==> src/rtl/pblaze_io_master_if.sv <==
// pblaze_io_master_if: host command/response channels plus Picoblaze port bus
interface pblaze_io_master_if;
  logic       cmd_valid;
  logic       cmd_ready;
  logic       cmd_write;
  logic [7:0] cmd_addr;
  logic [7:0] cmd_wdata;
  logic       rsp_valid;
  logic       rsp_ready;
  logic [7:0] rsp_rdata;
  logic       busy;
  logic       Wr_Strobe;
  logic       Rd_Strobe;
  logic [7:0] AddrOut;
  logic [7:0] DataOut;
  logic [7:0] DataIn;
  modport master (
    input  cmd_valid, cmd_write, cmd_addr, cmd_wdata, rsp_ready, DataIn,
    output cmd_ready, rsp_valid, rsp_rdata, busy, Wr_Strobe, Rd_Strobe, AddrOut, DataOut
  );
  modport slave (
    output cmd_valid, cmd_write, cmd_addr, cmd_wdata, rsp_ready, DataIn,
    input  cmd_ready, rsp_valid, rsp_rdata, busy, Wr_Strobe, Rd_Strobe, AddrOut, DataOut
  );
endinterface

==> src/rtl/pblaze_io_master.sv <==
// pblaze_io_master: queued initiator generating Picoblaze port read/write cycles
module pblaze_io_master #(
  parameter int FIFO_DEPTH   = 4,
  parameter int SETUP_CYCLES = 1
) (
  input logic                 clk,
  input logic                 reset,
  pblaze_io_master_if.master  bus
);
  localparam int AW = $clog2(FIFO_DEPTH);
  localparam int CW = AW + 1;
  typedef enum logic [1:0] {IDLE, SETUP, STROBE, RESP} state_t;
  state_t        state_q;
  logic [AW-1:0] wr_ptr_q, wr_ptr_d, rd_ptr_q, rd_ptr_d;
  logic [CW-1:0] count_q, count_d;
  logic [16:0]   mem [FIFO_DEPTH];
  logic [16:0]   head;
  logic          push, pop, full;
  logic [2:0]    cnt_q;
  logic          is_wr_q, wr_stb_q, rd_stb_q, rsp_valid_q;
  logic [7:0]    addr_q, data_q, rdata_q;
  assign full = count_q == CW'(FIFO_DEPTH);
  assign push = bus.cmd_valid && !full;
  assign pop  = state_q == IDLE && count_q != '0 && !rsp_valid_q;
  assign head = mem[rd_ptr_q];
  // next queue pointers and occupancy from this cycle's push/pop
  always_comb begin
    wr_ptr_d = push ? wr_ptr_q + AW'(1) : wr_ptr_q;
    rd_ptr_d = pop ? rd_ptr_q + AW'(1) : rd_ptr_q;
    count_d  = count_q + (push ? CW'(1) : '0) - (pop ? CW'(1) : '0);
  end
  // queue bookkeeping; reset flushes every pending command
  always_ff @(posedge clk or posedge reset) begin
    if (reset) begin
      wr_ptr_q <= '0;
      rd_ptr_q <= '0;
      count_q  <= '0;
    end else begin
      wr_ptr_q <= wr_ptr_d;
      rd_ptr_q <= rd_ptr_d;
      count_q  <= count_d;
    end
  end
  // queue storage: {write, addr, wdata}
  always_ff @(posedge clk) begin
    if (push) mem[wr_ptr_q] <= {bus.cmd_write, bus.cmd_addr, bus.cmd_wdata};
  end
  // port-cycle sequencer with registered bus outputs
  always_ff @(posedge clk or posedge reset) begin
    if (reset) begin
      state_q     <= IDLE;
      cnt_q       <= '0;
      is_wr_q     <= 1'b0;
      addr_q      <= '0;
      data_q      <= '0;
      rdata_q     <= '0;
      wr_stb_q    <= 1'b0;
      rd_stb_q    <= 1'b0;
      rsp_valid_q <= 1'b0;
    end else begin
      case (state_q)
        IDLE: if (pop) begin
          state_q <= SETUP;
          cnt_q   <= 3'(SETUP_CYCLES - 1);
          is_wr_q <= head[16];
          addr_q  <= head[15:8];
          if (head[16]) data_q <= head[7:0];
        end
        SETUP: if (cnt_q == '0) begin
          state_q  <= STROBE;
          wr_stb_q <= is_wr_q;
          rd_stb_q <= !is_wr_q;
        end else begin
          cnt_q <= cnt_q - 3'd1;
        end
        STROBE: begin
          wr_stb_q <= 1'b0;
          rd_stb_q <= 1'b0;
          if (is_wr_q) begin
            state_q <= IDLE;
          end else begin
            rdata_q     <= bus.DataIn;
            rsp_valid_q <= 1'b1;
            state_q     <= RESP;
          end
        end
        RESP: if (bus.rsp_ready) begin
          rsp_valid_q <= 1'b0;
          state_q     <= IDLE;
        end
        default: state_q <= IDLE;
      endcase
    end
  end
  assign bus.cmd_ready = !full;
  assign bus.rsp_valid = rsp_valid_q;
  assign bus.rsp_rdata = rdata_q;
  assign bus.busy      = count_q != '0 || state_q != IDLE || rsp_valid_q;
  assign bus.Wr_Strobe = wr_stb_q;
  assign bus.Rd_Strobe = rd_stb_q;
  assign bus.AddrOut   = addr_q;
  assign bus.DataOut   = data_q;
endmodule

==> src/flat_wrapper.sv <==
// flat-port wrapper written by rule: the top's interface ports become plain ports
module pblaze_io_master_flat 
#(
  parameter int FIFO_DEPTH   = 4,
  parameter int SETUP_CYCLES = 1
)
  (clk, reset, bus_cmd_valid, bus_cmd_write, bus_cmd_addr, bus_cmd_wdata, bus_rsp_ready, bus_DataIn, bus_cmd_ready, bus_rsp_valid, bus_rsp_rdata, bus_busy, bus_Wr_Strobe, bus_Rd_Strobe, bus_AddrOut, bus_DataOut);
  pblaze_io_master_if bus_i ();
  input logic clk;
  input logic reset;
  input wire logic [$bits(bus_i.cmd_valid)-1:0] bus_cmd_valid;
  input wire logic [$bits(bus_i.cmd_write)-1:0] bus_cmd_write;
  input wire logic [$bits(bus_i.cmd_addr)-1:0] bus_cmd_addr;
  input wire logic [$bits(bus_i.cmd_wdata)-1:0] bus_cmd_wdata;
  input wire logic [$bits(bus_i.rsp_ready)-1:0] bus_rsp_ready;
  input wire logic [$bits(bus_i.DataIn)-1:0] bus_DataIn;
  output wire logic [$bits(bus_i.cmd_ready)-1:0] bus_cmd_ready;
  output wire logic [$bits(bus_i.rsp_valid)-1:0] bus_rsp_valid;
  output wire logic [$bits(bus_i.rsp_rdata)-1:0] bus_rsp_rdata;
  output wire logic [$bits(bus_i.busy)-1:0] bus_busy;
  output wire logic [$bits(bus_i.Wr_Strobe)-1:0] bus_Wr_Strobe;
  output wire logic [$bits(bus_i.Rd_Strobe)-1:0] bus_Rd_Strobe;
  output wire logic [$bits(bus_i.AddrOut)-1:0] bus_AddrOut;
  output wire logic [$bits(bus_i.DataOut)-1:0] bus_DataOut;
  assign bus_i.cmd_valid = bus_cmd_valid;
  assign bus_i.cmd_write = bus_cmd_write;
  assign bus_i.cmd_addr = bus_cmd_addr;
  assign bus_i.cmd_wdata = bus_cmd_wdata;
  assign bus_i.rsp_ready = bus_rsp_ready;
  assign bus_i.DataIn = bus_DataIn;
  assign bus_cmd_ready = bus_i.cmd_ready;
  assign bus_rsp_valid = bus_i.rsp_valid;
  assign bus_rsp_rdata = bus_i.rsp_rdata;
  assign bus_busy = bus_i.busy;
  assign bus_Wr_Strobe = bus_i.Wr_Strobe;
  assign bus_Rd_Strobe = bus_i.Rd_Strobe;
  assign bus_AddrOut = bus_i.AddrOut;
  assign bus_DataOut = bus_i.DataOut;
  pblaze_io_master #(.FIFO_DEPTH(FIFO_DEPTH), .SETUP_CYCLES(SETUP_CYCLES)) u_core (.clk(clk), .reset(reset), .bus(bus_i));
endmodule
==> config.mk <==
export PLATFORM = sky130hd
export DESIGN_NAME = pblaze_io_master_flat
export DESIGN_NICKNAME = d
export VERILOG_FILES = /design/src/rtl/pblaze_io_master_if.sv /design/src/rtl/pblaze_io_master.sv /design/src/flat_wrapper.sv
export SDC_FILE = /design/constraint.sdc
export NUM_CORES = 1
export LEC_CHECK = 0
export BUFFER_PORTS_ARGS = -buffer_cell sky130_fd_sc_hd__buf_4
export CAP_MARGIN = 20
export CORE_MARGIN = 2
export CORE_UTILIZATION = 25
export DETAILED_ROUTE_END_ITERATION = 7
export RECOVER_POWER = 100
export SLEW_MARGIN = 10
export SYNTH_ARGS = -nofsm -noshare
export SYNTH_HDL_FRONTEND = slang
export SYNTH_SLANG_ARGS = --single-unit
export TNS_END_PERCENT = 1
==> constraint.sdc <==
create_clock -name clk -period 3.25 [get_ports clk]
set_clock_uncertainty 0.2 [all_clocks]
set_input_delay 0.4875 -clock clk [delete_from_list [all_inputs] [get_ports clk]]
set_output_delay 0.4875 -clock clk [all_outputs]
set_load 0.05 [all_outputs]
==> metrics.cfg <==
[sta]
worst_pin_slew_ns = 1.61
hold_violations = 0
fin_crit_sh = 0.816
max-slew-margin-rel = -0.0758
maxSlewViolCount = 41
fin_crit_ns = 2.65
setup_viol = 0
timing.fmax_ghz = 0.377
tns_ns = 0
rsz0062_at_grt = false

[power_and_ir_drop]
comb_power_share = 0.357
intPower_mw = 3.02
p_seq_frac = 0.438
peakVddDrop_mv = 0.335
p_sw_frac = 0.379
power_mw = 4.86
p_clk_frac = 0.204
cellLeakagePower_nw = 1.83
power_density_nw_per_um2 = 968
p_switching_mw = 1.84

[global_routing]
overflow = 0
grt_first_pass_wirelength_microns = 12400
grt_max_degree = 41
grtUsageTotal = 0.0916
grt_pass1_vias = 2288
antenna_found_initial = 0

[clocking]
clock_latency_ns = 0.34
cts-root-buf = clkbuf_16
clkSlewWorstSetupHoldPaths_ns = 0.07
ctsResizeCount = 0
htreeDepth = 3
cts_buffers = 9
hold_buffers = 0
cts_tree = done
cts.path.max_buffers = 2
cts_setup_buffers = 0
clock_sinks = 108

[die]
fp-row-count = 47
die_x_microns = 135
initial_core_util = 0.256
num_io_pins = 58
fp.dieArea_sq_um = 18100
die_h_microns = 135
core_sq_um = 16600

[flow_run]
max_cap_violations = 1

[critical_path]
critPathCaptureType = flop
critPathLaunchType = flop
worstPathMaxFanout = 12
reg2regPathDepth = 3
critical_path.reg2reg.startpoint = u_core.rd_ptr_q[0]
crit_path_end = u_core.bus.DataOut[3]
setup.worst_path.start = u_core.rd_ptr_q[0]
crit_type = reg -> reg
r2r_end = u_core.bus.DataOut[3]
arrival_ns = 2.68
crit_required_ns = 3.28
regToRegSetupSlack_ns = 0.60

[routing]
wire_per_inst_microns = 15.0
drt-total-wl_microns = 7770
dr.pass1.iters = 4
drt_iter0_markers = 74
final_antenna_net_count = 0
viasPerCell = 4.16
vias = 2156
drc = 0

[yosys]
synthesis.nets = 265
yosys_register_bits = 108
ys_types = 31
synth_area_leaders = edfxtp_1 48%, dfrtp_1 24%, mux2_2 6.3%
ys_warn_count = 0
synth_area_leader_cell = edfxtp_1
yosysSeqAreaShare = 0.714
synth_top_area_frac = 0.479
synth.avg_cell_area_sq_um = 18.8
synthCells = 227
synth_area_sq_um = 4260

[layout]
utilization = 0.302
finish.net_count = 331
drive_gt1_frac = 0.198
n_fill_cell = 1677
antenna_cells = 0
area_growth_pct = 17.9

[outcome]
violations = max-capacitance violations, max-slew violations
status = finished with violations

[hold_path]
min_delay_path_depth = 2
min_path_type = in -> reg

[placed_design]
dp_hpwl_microns = 4970
gp_congestion = 0.714
io_buffers = 57

[power groups by stage]
stage               clock network, mW  registers (mW)  logic (mW)
floorplan                           0            2.63       0.919
global placement                    0            2.14        1.94
detailed placement                  0            2.16        1.96
CTS                              1.03            2.14        1.97
global route                     1.08            2.19        1.87
finish                          0.993            2.13        1.74
[per-stage QoR]
step	setup slack, ns	std cells	cell area [sq um]	hold WS (ns)
CTS	0.842	518	5230	0.130
floorplan	0.598	227	4260	0.259
global placement	0.900	502	4960	0.283
finish	0.598	518	5020	0.183
global route	0.397	518	5020	0.168
detailed placement	0.847	502	4960	0.288
[critical path, stage by stage (launching register included)]
cell and delay, ns:
dfrtp_1 0.60, clkbuf_1 0.82, mux4_1 0.65, mux2_2 0.27
[state kept, by name, summed over array words and instances (netlist names)]
signal,flops
u_core.wr_ptr_q,2
u_core.mem,68
u_core.bus.rsp_rdata,8
u_core.bus.AddrOut,8
u_core.is_wr_q,1
u_core.count_q,3
u_core.bus.Wr_Strobe,1
u_core.bus.rsp_valid,1
u_core.bus.Rd_Strobe,1
u_core.bus.DataOut,8
u_core.state_q,2
u_core.cnt_q,3
u_core.rd_ptr_q,2
[cells in the mapped netlist]
library cell  number
buf_4              2
fa_1               1
nor2_1             4
and3_1             4
a31oi_1            1
buf_2              4
mux2_4             1
dfrtp_1           40
mux2_2            24
edfxtp_1          68
inv_1             12
o22a_1             1
xor2_1             2
nor3_1             3
clkbuf_1           1
nor2b_1            3
o21ai_0            6
o22ai_1            2
nand2_4            1
ha_1               8
nand2_1            6
xnor2_1            4
mux4_2             9
a21o_1             1
and2_0             1
nand3b_1           3
nand4b_1           1
mux4_1             8
mux2i_1            1
buf_6              2
nand2b_1           3
[logic make-up after synthesis]
family | count (synthesis) | synth area share
AOI/OAI and AO/OA | 11 | 0.0153
xor gates and xnor gates | 6 | 0.0123
adders and majority gates | 9 | 0.0282
buffers and inverters | 21 | 0.0250
DFF | 108 | 0.714
muxes | 43 | 0.166
and+or+nand+nor | 29 | 0.0385
[worst min path at each step]
| stage | start | end | slack (ns) |
|---|---|---|---|
| 2_1_floorplan | u_core.cnt_q[0] | u_core.cnt_q[0] | 0.26 |
| 4_1_cts | bus_cmd_addr[2] | u_core.mem[2][10] | 0.13 |
| 6_report | bus_DataIn[0] | u_core.bus.rsp_rdata[0] | 0.18 |
| 3_5_place_dp | u_core.cnt_q[0] | u_core.cnt_q[0] | 0.29 |
| 3_3_place_gp | u_core.cnt_q[0] | u_core.cnt_q[0] | 0.28 |
| 5_1_grt | bus_DataIn[6] | u_core.bus.rsp_rdata[6] | 0.17 |
[cell usage in the layout (no fill, tap or decap), drive strengths merged]
cell | synthesis | final
nand3b | 3 | 3
nor3 | 3 | 3
a21o | 1 | 1
nand2 | 7 | 7
fa | 1 | 1
buf | 8 | 12
clkbuf | 1 | 63
xor2 | 2 | 2
nand4b | 1 | 1
nor2 | 4 | 4
nor2b | 3 | 3
mux4 | 17 | 17
nand2b | 3 | 3
clkinv | 0 | 2
mux2i | 1 | 1
a31oi | 1 | 1
o21ai | 6 | 6
mux2 | 25 | 25
edfxtp | 68 | 68
xnor2 | 4 | 4
o22a | 1 | 1
ha | 8 | 8
clkinvlp | 0 | 1
o22ai | 2 | 2
and3 | 4 | 4
and2 | 1 | 1
inv | 12 | 14
dfrtp | 40 | 40
[final cells by class]
type / count / area [sq um] / area share
multi-input cells: 98 / 1100 / 0.219
clock buffers: 11 / 233 / 0.0464
repair buffers: 64 / 289 / 0.0576
clock inverters: 5 / 36.3 / 0.00723
well taps: 220 / 275 / 0.0548
inverters: 12 / 45.0 / 0.00897
flip-flops and latches: 108 / 3040 / 0.606
[metal layers]
metal  routed length (microns)  up-vias  GRT usage  part of all wire
met2                      3870       51      0.159              0.50
li1                          -      995          -                 -
met5                         0        -          0                 0
met1                      3450     1101      0.110              0.44
met4                       111        0     0.0333             0.014
met3                       344        9     0.0244             0.044
Power figures use the tool's default switching activity.
